## src/rtl/trng_pkg.sv

```systemverilog
// rtl/trng_pkg.sv - shared types and constants for the TRNG arbiter
package trng_pkg;

  // Sequencer states: discard samples, serve requesters, or hold off after a bad stream
  typedef enum logic [1:0] {
    WARMUP = 2'd0,
    RUN    = 2'd1,
    FAIL   = 2'd2
  } trng_state_e;

  localparam int TRNG_W            = 8;
  localparam int DEF_REP_LIMIT     = 4;
  localparam int DEF_WARMUP_CYCLES = 16;

  // Repetition counter width and its saturation value
  localparam int               REP_CNT_W   = 4;
  localparam logic [REP_CNT_W-1:0] REP_CNT_MAX = 4'd15;

  // Warm-up counter width; covers the full 1..255 parameter range
  localparam int WARM_CNT_W = 8;

endpackage

```

## src/rtl/rr_arbiter.sv

```systemverilog
// rtl/rr_arbiter.sv - combinational masked-priority round-robin pick
module rr_arbiter #(
  parameter int N    = 4,
  parameter int PTR_W = (N > 1) ? $clog2(N) : 1
) (
  input  logic [N-1:0]     req,
  input  logic [PTR_W-1:0] ptr,
  output logic [N-1:0]     gnt,
  output logic [PTR_W-1:0] idx,
  output logic             any
);

  logic [N-1:0] mask;
  logic [N-1:0] masked_req;
  logic [N-1:0] src;
  logic         found;

  // Prefer requesters at or above the pointer; fall back to the unmasked set to wrap around
  always_comb begin
    mask       = '0;
    masked_req = '0;
    src        = '0;
    gnt        = '0;
    idx        = '0;
    found      = 1'b0;
    for (int i = 0; i < N; i++) begin
      mask[i] = (i >= int'(ptr));
    end
    masked_req = req & mask;
    src        = (|masked_req) ? masked_req : req;
    for (int i = 0; i < N; i++) begin
      if (src[i] && !found) begin
        gnt[i] = 1'b1;
        idx    = PTR_W'(i);
        found  = 1'b1;
      end
    end
  end

  assign any = |req;

endmodule

```

## src/rtl/trng_arbiter.sv

```systemverilog
// rtl/trng_arbiter.sv - TRNG stream sharing with warm-up, repetition health test and round-robin grants
module trng_arbiter
  import trng_pkg::*;
#(
  parameter int NUM_REQ       = 4,
  parameter int WARMUP_CYCLES = DEF_WARMUP_CYCLES,
  parameter int REP_LIMIT     = DEF_REP_LIMIT
) (
  input  logic              clk,
  input  logic              reset_n,
  input  logic [TRNG_W-1:0] rng_data,
  input  logic [NUM_REQ-1:0] req,
  input  logic              clear_fail,
  output logic [NUM_REQ-1:0] gnt,
  output logic [TRNG_W-1:0] rand_data,
  output logic              busy_warmup,
  output logic              health_fail
);

  localparam int                      PTR_W     = $clog2(NUM_REQ);
  localparam logic [PTR_W-1:0]        PTR_LAST  = PTR_W'(NUM_REQ - 1);
  localparam logic [WARM_CNT_W-1:0]   WARM_LAST = WARM_CNT_W'(WARMUP_CYCLES - 1);
  localparam logic [REP_CNT_W-1:0]    REP_LIM_C = REP_CNT_W'(REP_LIMIT);

  trng_state_e             state_q, state_d;
  logic [TRNG_W-1:0]       sample_q, sample_d;
  logic [TRNG_W-1:0]       prev_q, prev_d;
  logic                    sample_vld_q, sample_vld_d;
  logic                    prev_vld_q, prev_vld_d;
  logic [REP_CNT_W-1:0]    rep_cnt_q, rep_cnt_d;
  logic [WARM_CNT_W-1:0]   warm_cnt_q, warm_cnt_d;
  logic [PTR_W-1:0]        rr_ptr_q, rr_ptr_d;
  logic [NUM_REQ-1:0]      gnt_q, gnt_d;
  logic [TRNG_W-1:0]       rand_data_q, rand_data_d;

  logic [REP_CNT_W-1:0]    rep_next;
  logic                    limit_hit;
  logic [NUM_REQ-1:0]      arb_gnt;
  logic [PTR_W-1:0]        arb_idx;
  logic                    arb_any;

  rr_arbiter #(
    .N     (NUM_REQ),
    .PTR_W (PTR_W)
  ) u_rr_arbiter (
    .req (req),
    .ptr (rr_ptr_q),
    .gnt (arb_gnt),
    .idx (arb_idx),
    .any (arb_any)
  );

  // Two-deep sample pipeline; valid bits keep reset zeros from looking like a repeat
  always_comb begin
    sample_d     = rng_data;
    prev_d       = sample_q;
    sample_vld_d = 1'b1;
    prev_vld_d   = sample_vld_q;
  end

  // Repetition count for the sample currently held in sample_q
  always_comb begin
    rep_next = 4'd1;
    if (sample_vld_q && prev_vld_q && (sample_q == prev_q)) begin
      rep_next = (rep_cnt_q == REP_CNT_MAX) ? REP_CNT_MAX : rep_cnt_q + 4'd1;
    end
    limit_hit = (rep_next >= REP_LIM_C);
  end

  // Sequencer: warm-up counting, grant issue, fault entry and software clear
  always_comb begin
    state_d     = state_q;
    warm_cnt_d  = warm_cnt_q;
    rep_cnt_d   = rep_next;
    rr_ptr_d    = rr_ptr_q;
    gnt_d       = '0;
    rand_data_d = rand_data_q;
    case (state_q)
      WARMUP: begin
        if (limit_hit) begin
          state_d = FAIL;
        end else if (warm_cnt_q == WARM_LAST) begin
          state_d    = RUN;
          warm_cnt_d = '0;
        end else begin
          warm_cnt_d = warm_cnt_q + 1'b1;
        end
      end
      RUN: begin
        // A failing sample is never handed out
        if (limit_hit) begin
          state_d = FAIL;
        end else if (arb_any) begin
          gnt_d       = arb_gnt;
          rand_data_d = sample_q;
          rr_ptr_d    = (arb_idx == PTR_LAST) ? '0 : arb_idx + PTR_W'(1);
        end
      end
      FAIL: begin
        if (clear_fail) begin
          state_d    = WARMUP;
          warm_cnt_d = '0;
          rep_cnt_d  = 4'd1;
        end
      end
      default: begin
        state_d = WARMUP;
      end
    endcase
  end

  // State and output registers; reset drops any grant in flight
  always_ff @(posedge clk or negedge reset_n) begin
    if (!reset_n) begin
      state_q      <= WARMUP;
      sample_q     <= '0;
      prev_q       <= '0;
      sample_vld_q <= 1'b0;
      prev_vld_q   <= 1'b0;
      rep_cnt_q    <= 4'd1;
      warm_cnt_q   <= '0;
      rr_ptr_q     <= '0;
      gnt_q        <= '0;
      rand_data_q  <= '0;
    end else begin
      state_q      <= state_d;
      sample_q     <= sample_d;
      prev_q       <= prev_d;
      sample_vld_q <= sample_vld_d;
      prev_vld_q   <= prev_vld_d;
      rep_cnt_q    <= rep_cnt_d;
      warm_cnt_q   <= warm_cnt_d;
      rr_ptr_q     <= rr_ptr_d;
      gnt_q        <= gnt_d;
      rand_data_q  <= rand_data_d;
    end
  end

  assign gnt         = gnt_q;
  assign rand_data   = rand_data_q;
  assign busy_warmup = (state_q == WARMUP);
  assign health_fail = (state_q == FAIL);

endmodule

```

## config.mk

```make
export PLATFORM = sky130hd
export DESIGN_NAME = trng_arbiter
export DESIGN_NICKNAME = d
export VERILOG_FILES = /design/src/rtl/trng_pkg.sv /design/src/rtl/rr_arbiter.sv /design/src/rtl/trng_arbiter.sv
export SDC_FILE = /design/constraint.sdc
export NUM_CORES = 1
export LEC_CHECK = 0
export BUFFER_PORTS_ARGS = -buffer_cell sky130_fd_sc_hd__buf_4
export CAP_MARGIN = 20
export CORE_MARGIN = 1.5
export CORE_UTILIZATION = 57
export CTS_CLUSTER_DIAMETER = 60
export DETAILED_ROUTE_END_ITERATION = 16
export PLACE_DENSITY = 0.85
export SLEW_MARGIN = 20
export SYNTH_ARGS = -nofsm -noshare
export SYNTH_HDL_FRONTEND = slang
export SYNTH_SLANG_ARGS = --single-unit
```

## constraint.sdc

```tcl
create_clock -name clk -period 3.09 [get_ports clk]
set_input_delay 0.618 -clock clk [delete_from_list [all_inputs] [get_ports clk]]
set_output_delay 0.618 -clock clk [all_outputs]
set_load 0.05 [all_outputs]
```

Yosys cells after proc, flatten, opt, wreduce, memory -nomap -nowiden
Index checks and enable logic that the tools add are counted.

word-level totals
  output and inout bits = 14
  register bits after elaboration = 46
  word-level logic and storage cells = 71

operators by class
  reduce and logical (&&, ||, !) cells = 15
  eq/ne operators = 10
  add/subtract/negate cells = 3
  bitwise logic cells = 2
  magnitude comparators = 4
  multiplexer cells = 27

operators by type and width
  kind                   count
  $mux W4                8
  $mux W8                3
  $pmux W8 S2            1
  $mux W2                7
  $reduce_and A3 Y1      3
  $add A8 B1 Y8 const B  1
  $eq A8 B4 Y1 const B   1
  $eq A8 B8 Y1           1
  $reduce_or A4 Y1       2
  $mux W1                7
  $ne A2 B2 Y1 const B   3
  $pmux W2 S3            1
  $logic_and A1 B1 Y1    5
  $add A4 B1 Y4 const B  1
  $and A4 B4 Y4          1
  $eq A2 B2 Y1 const B   2
  $eq A4 B4 Y1 const B   1
  $ge A1 B2 Y1 const A   2
  $ge A4 B3 Y1 const B   1
  $logic_not A1 Y1       3
  $ne A3 B1 Y1 const B   1
  $add A2 B1 Y2 const B  1
  $eq A2 B1 Y1 const B   1
  $ge A2 B2 Y1 const A   1
  3 further kinds        3

Depth between registers and ports, before layout
Gate-level depths: netlist of the first run.

  depth in word-level cells = 17
  gate-level depth with buffers = 8

Hierarchy
Synthesis of the first run repeated with hierarchy kept, for this count alone.

unflattened totals
  cell total of the unflattened synthesis = 176
  area, all modules = 2128.3 um2

modules (own cells, without submodules)
  module        area an instance (um2)  instances  cells each
  trng_arbiter  1900.6                  1          143
  rr_arbiter    227.7                   1          33

Worst setup path before layout of the first run
No wires, ideal clock.

  kind = register to register
  start = register state_q[1]
  end = register warm_cnt_q[5]
  period minus slack after synthesis = 1.971 ns
  cell stages (with the launch flop) = 6
  required time = 2.964 ns
  setup time = 0.126 ns
  arrival = 1.844 ns
  path slack = 1.119 ns
  path buffers = 0
  cell sequence = dfrtp_1 > nor2b_1 > a21oi_1 > o211ai_1 > nor3_1 > a311o_1

on the way
  word-level cells in the longest chain between the ends = 3
  elaborated cells between the ends (all ways) = 7
  classes of those cells = eq/ne: 3; mux: 1; reduce/logical: 3

RTL lines
  element                                                              line                 source
  from (decl)                                                          trng_arbiter.sv:25   trng_state_e state_q, state_d;
  from (signal assigned)                                               trng_arbiter.sv:126  state_q <= state_d;
  $eq A2 B2 Y1 (*)                                                     -
  net health_fail                                                      trng_arbiter.sv:17   output logic health_fail
  $ne A2 B2 Y1 (no line) / $reduce_bool A2 Y1 (equally long branches)  -
  $reduce_and A3 Y1 (no line)                                          -
  to (signal assigned)                                                 trng_arbiter.sv:132  warm_cnt_q <= warm_cnt_d;
  to (decl)                                                            trng_arbiter.sv:31   logic [WARM_CNT_W-1:0] warm_cnt_q, warm_cnt_d;

Mark *: on every way through the listed nets, which the timed path passes. The rest lies on a longest branch.
A chain may end at the register's enable or synchronous reset.

Worst setup path in the final report of the first run
  start = register state_q[1]
  end = output port busy_warmup

on the way
  word-level cells in the longest chain between the ends = 1

RTL lines
  element           line                 source
  $logic_not A2 Y1  trng_arbiter.sv:141  assign busy_warmup = (state_q == WARMUP);
  to (decl)         trng_arbiter.sv:16   output logic busy_warmup,

Every way passes these cells.

==> summary.txt, run 1 <==
Timing
  – Tcrit/Tclk final: 0.707
  – Setup TNS: 0 ps
  – Clk_skew: 12.0 ps
  – Fmax: 0.458 GHz
  – Worst rel slew slack: 0.597
  – Final hold violation count: 0
  – Setup-failing EPs final: 0
  – Max Transition Viols Final: 0
  – Crit path time final: 2180 ps
  – RSZ-0062 raised after global routing: false
  – Worst slew pin tran: 605 ps

Logic synthesis
  – Dominant synthesized flop cell: dfrtp_1
  – Yosys warnings: 0
  – Yosys reg bits: 46
  – Top cells by area, synth: dfrtp_1, nand2_1, mux2_1
  – Post-Syn Area: 1930 um^2
  – Synth async-reset ratio: 1.00
  – Post-Synthesis Cells: 165
  – Seq/Total Area, Yosys: 0.597
  – Top cell type's share of synthesized area: 0.583
  – Avg Cell Area, Syn: 11.7 um^2
  – Synth area leader: dfrtp_1
  – Post-synth EDFFs: 0
  – Distinct cells, synth: 45
  – Syn Nets: 182

Layout
  – Fillers: 231
  – # nets final: 215
  – Fin cells: 243
  – Antenna diodes: 0
  – Area grow syn2layout: 16.9%
  – Fraction of layout cells with a size suffix above 1: 0.241

CTS
  – Post-CTS setup repair buffer count: 0
  – CTS tree: yes
  – CTS Buf Count: 5
  – CTS H-tree lvls: 2
  – Clk slew on worst S/H paths: 130 ps
  – CTS sink cnt: 46
  – Resized cells post-CTS: 0
  – Clock insertion delay at the later pin of the skew report: 360 ps
  – Root Driver: clkbuf_4
  – Hold buffer count at CTS: 0
  – Worst-case clock buffer depth: 2

Power and ir drop
  – Sw frac: 0.397
  – Clock network power share: 0.180
  – Combinational share of power: 0.382
  – Switch Pwr: 791 uW
  – PD cells: 882 nW/um^2
  – Seq pwr share: 0.438
  – P_leak: 0.00106 uW
  – VDD IR max: 0.623 mV
  – Internal power: 1200 uW

Route
  – Met3 WL post-DR: 211 um
  – Routed wire length: 3580 um
  – WL per Instance: 14.7 um
  – Drt drc: 0
  – Vias per cell: 5.78
  – Max Used Layer: met4
  – Met1 WL: 1380 um
  – Pre-Repair DR Iteration Count: 4
  – Vias post-DR: 1405
  – DRT iter0 DRCs: 73
  – WL met2: 1930 um
  – Post-route ant nets: 0

Setup path
  – Worst path cell trace: or2_2, inv_1, buf_4
  – Max incr delay on CP: 440 ps
  – Setup Crit Path Kind: flip-flop to output pin
  – Worst-path fanout max: 7
  – CP arrival: 1570 ps
  – Critical path startpoint category: flip-flop
  – Family with the most delay on the worst path: flip-flops
  – Crit path buffers/inverters: 2
  – Crit path required time: 2470 ps
  – CP max-delay cell: dfrtp_1
  – Worst Setup End Kind: output pin

Die
  – Die height: 61.2 um
  – Initial Utilization: 0.617
  – Core ar.: 3130 um^2
  – Die Area: 3750 um^2
  – Overall die width: 61.2 um
  – I/O pin count: 29
  – Core Rows: 20

Global routing
  – First-pass GRT wire length: 5960 um
  – Largest net degree at the start of global routing: 47
  – Initial antenna violation count: 0
  – GRT Total Usage: 0.223
  – Vias in the first global route: 1298
  – Grt ovf: 0

Place
  – GPL Wtd Cong: 0.880
  – # port buffers: 28
  – DP HPWL: 2560 um
  – Placed Cells: 235

Run status
  – Status: finished, final reports clean

Flow run
  – Max-Cap Viols: 0

Worst hold path
  – HP Class: input port to async pin
## flip-flops by register name (all words and copies together) (netlist names)
register	flops
prev_q	8
prev_vld_q	1
state_q	2
rand_data	8
warm_cnt_q	8
rr_ptr_q	2
prev_vld_d	1
gnt	4
rep_cnt_q	4
prev_d	8
## cells by family (layout without fill, tap and decap cells)
kind of cell,after synthesis,in the layout,synth area share
fa+ha+maj,2,2,0.0130
xor+xnor,8,8,0.0363
other cells,1,1,0.00194
compound gates,29,29,0.102
simple gates,61,61,0.168
mux,11,11,0.0622
flops,46,46,0.597
buf+inv,7,41,0.0194
## path summary, 6_finish.rpt
check	start	slack [ps]	cells past startpoint	endpoint
setup / recovery	state_q[1]$_DFFE_PN0P_	910	3	busy_warmup
hold / removal	reset_n	220	1	warm_cnt_q[2]$_DFFE_PN0P_
setup reg to reg	prev_d[0]$_DFF_PN0_	910	5	rand_data[1]$_DFFE_PN0P_
hold reg to reg	prev_vld_d$_DFF_PN0_	400	0	prev_vld_q$_DFF_PN0_
max in group asynchronous	reset_n	2480	1	rep_cnt_q[0]$_DFF_PN1_
min in group clk	rng_data[0]	360	1	prev_d[0]$_DFF_PN0_
## area by class of cell
type / count / area [um^2] / area share
inverter: 5 / 18.8 / 0.00832
multi-input combinational: 112 / 741 / 0.328
timing repair buffer: 28 / 210 / 0.0932
clock inverter: 2 / 37.5 / 0.0166
clock buffer: 6 / 41.3 / 0.0183
tap: 44 / 55.1 / 0.0244
sequential: 46 / 1150 / 0.511
## metrics by stage
step	cell area (um^2)	utilization	setup WS (ps)	hold WS, ps	total power, uW
floorplan	1930	-	1120	322	1410
global placement	2180	0.696	992	367	1600
detailed placement	2180	0.696	883	371	1640
CTS	2260	0.721	865	243	2000
global route	2260	0.721	765	254	2110
finish	2260	0.721	905	218	1990
## per-layer routing
layer / vias to the layer above / track usage
met5: - / 0
met2: 57 / 0.381
met3: 8 / 0.0588
li1: 651 / -
met4: 0 / 0.0714
met1: 689 / 0.278
## layout by cell type (no fill, tap or decap), types with 2 or more instances in the layout
| cell type | synthesis | final |
|---|---|---|
| dfrtp_1 | 45 | 45 |
| buf_4 | 1 | 28 |
| nand2_1 | 16 | 16 |
| nor2_1 | 11 | 11 |
| nand3_1 | 7 | 7 |
| xor2_1 | 6 | 6 |
| a21oi_1 | 6 | 6 |
| and3_1 | 6 | 6 |
| inv_1 | 5 | 5 |
| mux2_1 | 5 | 5 |
| clkbuf_4 | 0 | 5 |
| nand2b_1 | 4 | 4 |
| o21ai_0 | 4 | 4 |
| o22ai_1 | 4 | 4 |
| nor3_1 | 4 | 4 |
| mux2i_1 | 3 | 3 |
| mux2_2 | 3 | 3 |
| nor2b_1 | 2 | 2 |
| xnor2_1 | 2 | 2 |
| or2_2 | 2 | 2 |
| o221ai_1 | 2 | 2 |
| a21o_1 | 2 | 2 |
| ha_1 | 2 | 2 |
## synthesized netlist by cell type, types with 2 or more instances
library cell   n
nand2b_1       4
xor2_1         6
mux2i_1        3
xnor2_1        2
nor2_1        11
o22ai_1        4
a21oi_1        6
mux2_2         3
mux2_1         5
dfrtp_1       45
nor2b_1        2
nand3_1        7
nand2_1       16
and3_1         6
ha_1           2
or2_2          2
a21o_1         2
o21ai_0        4
inv_1          5
o221ai_1       2
nor3_1         4
## power by group through the flow
stage | combinational [uW] | sequential [uW] | clock [uW]
after floorplan | 343 | 1070 | 0
after global routing | 829 | 889 | 389
after global placement | 735 | 867 | 0
after detailed placement | 763 | 880 | 0
after CTS | 768 | 869 | 365
final | 760 | 872 | 359
Note: power is estimated with default switching activity, not from simulation.
==> inputs of run 2 (changes only) <==
Settings changed: CORE_UTILIZATION 57 to 55, PLACE_DENSITY 0.85 to 0.82.
Clock period 3.09 ns to 2.3 ns, I/O delays scaled along.
==> run 2 against run 1 <==
Effect of this change: clock skew shrank 0.90 ps; sequential share of layout area about the same; utilization decreased by 5.0 points; final area barely moved; total power up 30%; first-iteration DRC count is 58% higher; setup slack got worse by 720 ps; global-route usage decreased by 2.3 points; combinational power increased by 34%; register-to-register slack got worse by 720 ps; count of clock-buffer cells in the layout stayed put; sequential power rose by 34%; critical path type is now flip-flop to flip-flop; largest power group unchanged.
==> summary.txt, run 2 (synthesis gave the netlist of run 1 again) <==
Run status
  – Status: finished, final reports clean (unchanged)

Die
  – Initial Utilization: 0.574 (was 0.617)
  – Die Area: 3870 um^2 (was 3750 um^2)
  – I/O pin count: 29 (unchanged)
  – Core ar.: 3360 um^2 (was 3130 um^2)
  – Core Rows: 21 (was 20)
  – Die height: 62.2 um (was 61.2 um)
  – Overall die width: 62.2 um (was 61.2 um)

Layout
  – Most frequent cells in the layout: dfrtp_1, buf_4, nand2_1 (unchanged)
  – Antenna diodes: 0 (unchanged)
  – Register area: 1150 um^2 (unchanged)
  – Commonest non-fill, non-tap cell in the layout: dfrtp_1 (unchanged)
  – Fin cells: 245 (was 243)
  – Cell area after layout: 2260 um^2 (about the same)
  – # nets final: 215 (unchanged)
  – Fillers: 289 (was 231)
  – Fraction of layout cells with a size suffix above 1: 0.251 (was 0.241)
  – Area grow syn2layout: 16.9% (about the same)
  – Multi-input combinational cell area: 751 um^2 (was 741 um^2)

Timing
  – Fmax: 0.472 GHz
  – Setup TNS: 0 ps (unchanged)
  – Clk_skew: 11.1 ps (was 12.0 ps)
  – Worst rel slew slack: 0.631 (was 0.597)
  – Tcrit/Tclk final: 0.920
  – Worst hold margin: 81.2 ps (was 218 ps)
  – Setup-failing EPs final: 0 (unchanged)
  – Final hold violation count: 0 (unchanged)
  – RSZ-0062 raised after global routing: false (unchanged)
  – Max Transition Viols Final: 0 (unchanged)
  – Worst slew pin tran: 554 ps (was 605 ps)
  – Crit path time final: 2120 ps

Power and ir drop
  – Internal power: 1540 uW (was 1200 uW)
  – Sw frac: 0.407 (was 0.397)
  – PD cells: 1150 nW/um^2 (was 882 nW/um^2)
  – P_leak: 0.00106 uW (about the same)
  – Clock network power share: 0.156 (was 0.180)
  – Seq pwr share: 0.450 (was 0.438)
  – VDD IR max: 0.938 mV (was 0.623 mV)
  – Switch Pwr: 1050 uW (was 791 uW)
  – Combinational share of power: 0.394 (was 0.382)

Route
  – Vias post-DR: 1370 (was 1405)
  – WL per Instance: 13.9 um (was 14.7 um)
  – DRT iter0 DRCs: 115 (was 73)
  – Pre-Repair DR Iteration Count: 4 (unchanged)
  – Post-route ant nets: 0 (unchanged)
  – Routed wire length: 3410 um (was 3580 um)
  – Vias per cell: 5.59 (was 5.78)
  – Drt drc: 0 (unchanged)

Global routing
  – Grt ovf: 0 (unchanged)
  – Initial antenna violation count: 0 (unchanged)
  – First-pass GRT wire length: 6120 um (was 5960 um)
  – Largest net degree at the start of global routing: 47 (unchanged)
  – Vias in the first global route: 1386 (was 1298)
  – GRT Total Usage: 0.200 (was 0.223)

Place
  – Placed Cells: 237 (was 235)
  – Post-DP Area: 2180 um^2 (about the same)
  – DP HPWL: 2480 um (was 2560 um)
  – GPL Wtd Cong: 0.938 (was 0.880)
  – # port buffers: 28 (unchanged)

CTS
  – Clock insertion delay at the later pin of the skew report: 350 ps (was 360 ps)
  – Hold buffer count at CTS: 0 (unchanged)
  – CTS Buf Count: 5 (unchanged)
  – Worst-case clock buffer depth: 2 (unchanged)
  – CTS tree: yes (unchanged)
  – Clk slew on worst S/H paths: 130 ps (about the same)
  – Post-CTS setup repair buffer count: 0 (unchanged)
  – Root Driver: clkbuf_4 (unchanged)
  – CTS H-tree lvls: 2 (unchanged)
  – CTS sink cnt: 46 (unchanged)

Setup path
  – Worst Setup End Kind: flip-flop (was output pin)
  – Setup Crit Path Kind: flip-flop to flip-flop (was flip-flop to output pin)
  – Critical path startpoint category: flip-flop (unchanged)
  – Crit path required time: 2540 ps (was 2470 ps)
  – CP arrival: 2350 ps (was 1570 ps)
  – Worst-path fanout max: 6 (was 7)

Worst hold path
  – HP Class: input port to async pin (unchanged)

Flow run
  – Max-Cap Viols: 0 (unchanged)
## run 2: changes by cell type in the layout (fill, tap and decap cells not counted)
cell	previous run	this run
o21ai_2	1	0
nor2_1	11	10
nor2_2	0	1
inv_6	0	1
clkbuf_1	1	0
o21ai_4	0	1
clkbuf_8	0	1
bufinv_16	1	0
## run 2: path summary, 6_finish.rpt
check / start / depth (start not counted) / to / slack (ps)
max reg2reg: rep_cnt_q[0]$_DFF_PN1_ / 7 / warm_cnt_q[5]$_DFFE_PN0P_ / 180
min reg2reg: prev_vld_d$_DFF_PN0_ / 0 / prev_vld_q$_DFF_PN0_ / 410
max in group asynchronous: reset_n / 1 / rep_cnt_q[0]$_DFF_PN1_ / 1840
max: rep_cnt_q[0]$_DFF_PN1_ / 7 / warm_cnt_q[5]$_DFFE_PN0P_ / 180
min in group clk: rng_data[3] / 1 / prev_d[3]$_DFF_PN0_ / 200
min: reset_n / 1 / gnt[2]$_DFF_PN0_ / 80
## run 2: area by class of cell
class	instances	share of cell area
well taps	46	0.0255
clock buffers	6	0.0227
flip-flops and latches	46	0.511
clock inverters	2	0.00721
multi-input cells	112	0.333
repair buffers	28	0.0931
inverters	5	0.00831
## run 2: worst max-delay path, stage by stage, from the launching register on
cell and delay, ps:
dfstp_2 590, ha_1 190, and2_1 200, a21oi_1 100, nor2_2 220, or2_1 260
nand2_1 100, a311o_1 350
## run 2: power by group through the flow
stage | combinational [uW] | sequential [uW] | clock [uW]
after global placement | 988 | 1160 | 0
after global routing | 1110 | 1200 | 453
final | 1020 | 1170 | 404
after floorplan | 461 | 1430 | 0
after detailed placement | 1020 | 1180 | 0
after CTS | 1020 | 1160 | 417
## run 2: layer usage
metal  global-route usage  wire [um]  up-vias  part of all wire
met5                    0          0        -                 0
met1                0.245       1430      653              0.42
met3               0.0417        180       10             0.053
met4                0.103         74        0             0.022
li1                     -          -      650                 -
met2                0.337       1730       57              0.51
## run 2: repair_timing
action                                 CTS  global route
endpoints found under the hold margin    0             0
setup endpoints to repair                0             4
gates resized for setup                  0             2
## run 2: metrics by stage
step	power [uW]	setup WS (ps)	utilization
after floorplan	1890	329	-
after global placement	2150	214	0.648
after detailed placement	2200	142	0.648
after CTS	2610	129	0.668
after global routing	2760	55.1	0.671
final	2590	184	0.671
==> inputs of run 3 (changes only) <==
Settings changed: CORE_ASPECT_RATIO set to 0.5.
==> run 3 against run 2 <==
Effect of this change: non-clock buffer count up 1; critical endpoint unchanged; critical path type unchanged; global-route usage up 0.16 points; total power up 3.3%; highest routed layer unchanged.
==> summary.txt, run 3 (synthesis gave the netlist of run 1 again) <==
CTS
  – Root Driver: clkbuf_8 (was clkbuf_4)
  – Hold buffer count at CTS: 0 (unchanged)
  – CTS Buf Count: 5 (unchanged)
  – Clock insertion delay at the later pin of the skew report: 290 ps (was 350 ps)
  – Clk slew on worst S/H paths: 90 ps (was 130 ps)
  – Worst-case clock buffer depth: 2 (unchanged)
  – CTS tree: yes (unchanged)
  – CTS H-tree lvls: 2 (unchanged)
  – CTS sink cnt: 46 (unchanged)

Global routing
  – Vias in the first global route: 1230 (was 1386)
  – Initial antenna violation count: 0 (unchanged)
  – First-pass GRT wire length: 5680 um (was 6120 um)
  – GRT Total Usage: 0.202 (was 0.200)
  – Largest net degree at the start of global routing: 47 (unchanged)
  – Grt ovf: 0 (unchanged)

Setup path
  – Crit path buffers/inverters: 0 (unchanged)
  – Family with the most delay on the worst path: simple AND/OR/NAND/NOR gates (unchanged)
  – Critical path startpoint category: flip-flop (unchanged)
  – CP arrival: 2280 ps (was 2350 ps)
  – Setup Crit Path Kind: flip-flop to flip-flop (unchanged)
  – Reg2Reg Setup Slack: 200 ps (was 180 ps)
  – Worst path cell trace: ha_1, and2_1, a21oi_1, nor2_2, or2_1, nand2_1, a311o_1 (unchanged)
  – Worst Setup End Kind: flip-flop (unchanged)
  – Max incr delay on CP: 570 ps (was 590 ps)
  – Crit path required time: 2480 ps (was 2540 ps)
  – CP max-delay cell: dfstp_2 (unchanged)
  – Worst-path fanout max: 6 (unchanged)

Timing
  – Crit path time final: 2100 ps (was 2120 ps)
  – Worst slew pin tran: 550 ps (was 554 ps)
  – Worst rel slew slack: 0.633 (was 0.631)
  – Clk_skew: 5.94 ps (was 11.1 ps)
  – Fmax: 0.476 GHz (was 0.472 GHz)
  – Setup-failing EPs final: 0 (unchanged)
  – Max Transition Viols Final: 0 (unchanged)
  – Tcrit/Tclk final: 0.913 (was 0.920)
  – Setup TNS: 0 ps (unchanged)
  – Final hold violation count: 0 (unchanged)
  – RSZ-0062 raised after global routing: false (unchanged)

Place
  – # port buffers: 28 (unchanged)
  – GPL Wtd Cong: 0.898 (was 0.938)
  – DP HPWL: 2420 um (was 2480 um)
  – Placed Cells: 240 (was 237)

Route
  – Pre-Repair DR Iteration Count: 4 (unchanged)
  – DRT iter0 DRCs: 68 (was 115)
  – Routed wire length: 3460 um (was 3410 um)
  – Vias per cell: 5.41 (was 5.59)
  – Drt drc: 0 (unchanged)
  – Post-route ant nets: 0 (unchanged)
  – Vias post-DR: 1342 (was 1370)
  – WL per Instance: 14.0 um (was 13.9 um)

Die
  – Core Rows: 14 (was 21)
  – Core ar.: 3170 um^2 (was 3360 um^2)
  – Die height: 44.9 um (was 62.2 um)
  – Die Area: 3900 um^2 (was 3870 um^2)
  – Overall die width: 86.8 um (was 62.2 um)
  – Initial Utilization: 0.609 (was 0.574)
  – I/O pin count: 29 (unchanged)

Flow run
  – Max-Cap Viols: 0 (unchanged)

Run status
  – Status: finished, final reports clean (unchanged)

Layout
  – Final core occ: 0.720 (was 0.671)
  – Commonest non-fill, non-tap cell in the layout: dfrtp_1 (unchanged)
  – Fin cells: 248 (was 245)
  – Fillers: 223 (was 289)
  – Most frequent cells in the layout: dfrtp_1, buf_4, nand2_1 (unchanged)
  – # nets final: 216 (was 215)
  – Fraction of layout cells with a size suffix above 1: 0.255 (was 0.251)
  – Register area: 1150 um^2 (unchanged)
  – Antenna diodes: 0 (unchanged)
  – Multi-input combinational cell area: 743 um^2 (was 751 um^2)
  – Area grow syn2layout: 18.2% (was 16.9%)

Power and ir drop
  – PD cells: 1170 nW/um^2 (was 1150 nW/um^2)
  – VDD IR max: 0.807 mV (was 0.938 mV)
  – Power consumption: 2680 uW (was 2590 uW)
  – P_leak: 0.00108 uW (was 0.00106 uW)

Worst hold path
  – HP Class: input port to async pin (unchanged)
-- run 3: cell types whose count changed in the layout (fill, tap and decap cells not counted) --
cell | before | now
clkbuf_4 | 5 | 0
clkbuf_8 | 1 | 5
clkinv_4 | 0 | 1
o21ai_2 | 0 | 1
buf_4 | 28 | 29
inv_6 | 1 | 0
clkinv_2 | 0 | 1
o21ai_4 | 1 | 0
-- run 3: final timing paths --
path	start	end	depth (start not counted)
setup / recovery	rep_cnt_q[0]$_DFF_PN1_	warm_cnt_q[5]$_DFFE_PN0P_	7
hold / removal	reset_n	rand_data[1]$_DFFE_PN0P_	1
setup reg to reg	rep_cnt_q[0]$_DFF_PN1_	warm_cnt_q[5]$_DFFE_PN0P_	7
hold reg to reg	prev_vld_d$_DFF_PN0_	prev_vld_q$_DFF_PN0_	0
max in group asynchronous	reset_n	rep_cnt_q[0]$_DFF_PN1_	1
min in group clk	rng_data[7]	prev_d[7]$_DFF_PN0_	1
-- run 3: per-stage QoR --
step           worst slack, ps  instance area (um^2)  hold slack (ps)
4_1_cts                    124                  2280              166
2_1_floorplan              329                  1930              164
3_5_place_dp               173                  2190              368
6_report                   201                  2280              152
5_1_grt                   62.5                  2280              182
3_3_place_gp               270                  2190              362
-- run 3: power by group --
group	switching, uW	internal [uW]	total, uW
registers	175	997	1170
logic	623	394	1020
clock network	274	214	487
total	1070	1600	2680
-- run 3: area by class of cell --
cell class              count  area share
inverters                   5     0.00822
multi-input cells         112       0.326
flip-flops and latches     46       0.505
repair buffers             29      0.0954
clock buffers               5      0.0302
clock inverters             3     0.00932
well taps                  48      0.0263
-- run 3: per-layer routing --
| layer | routed length [um] | GRT usage |
|---|---|---|
| met5 | 0 | 0 |
| met1 | 1630 | 0.280 |
| met4 | 10 | 0.0387 |
| met2 | 1690 | 0.316 |
| met3 | 131 | 0.0713 |
-- run 3: worst reg2reg max path: stages, from the launching register on --
cell     delay (ps)
dfstp_2         570
ha_1            200
and2_1          200
a21oi_1         100
nor2_2          220
or2_1           250
nand2_1         100
a311o_1         350
-- run 3: what timing repair did --
| item | in CTS | in global routing |
|---|---|---|
| buffers inserted | 0 | 0 |
| resized for setup | 0 | 1 |
| setup endpoints to repair | 0 | 1 |
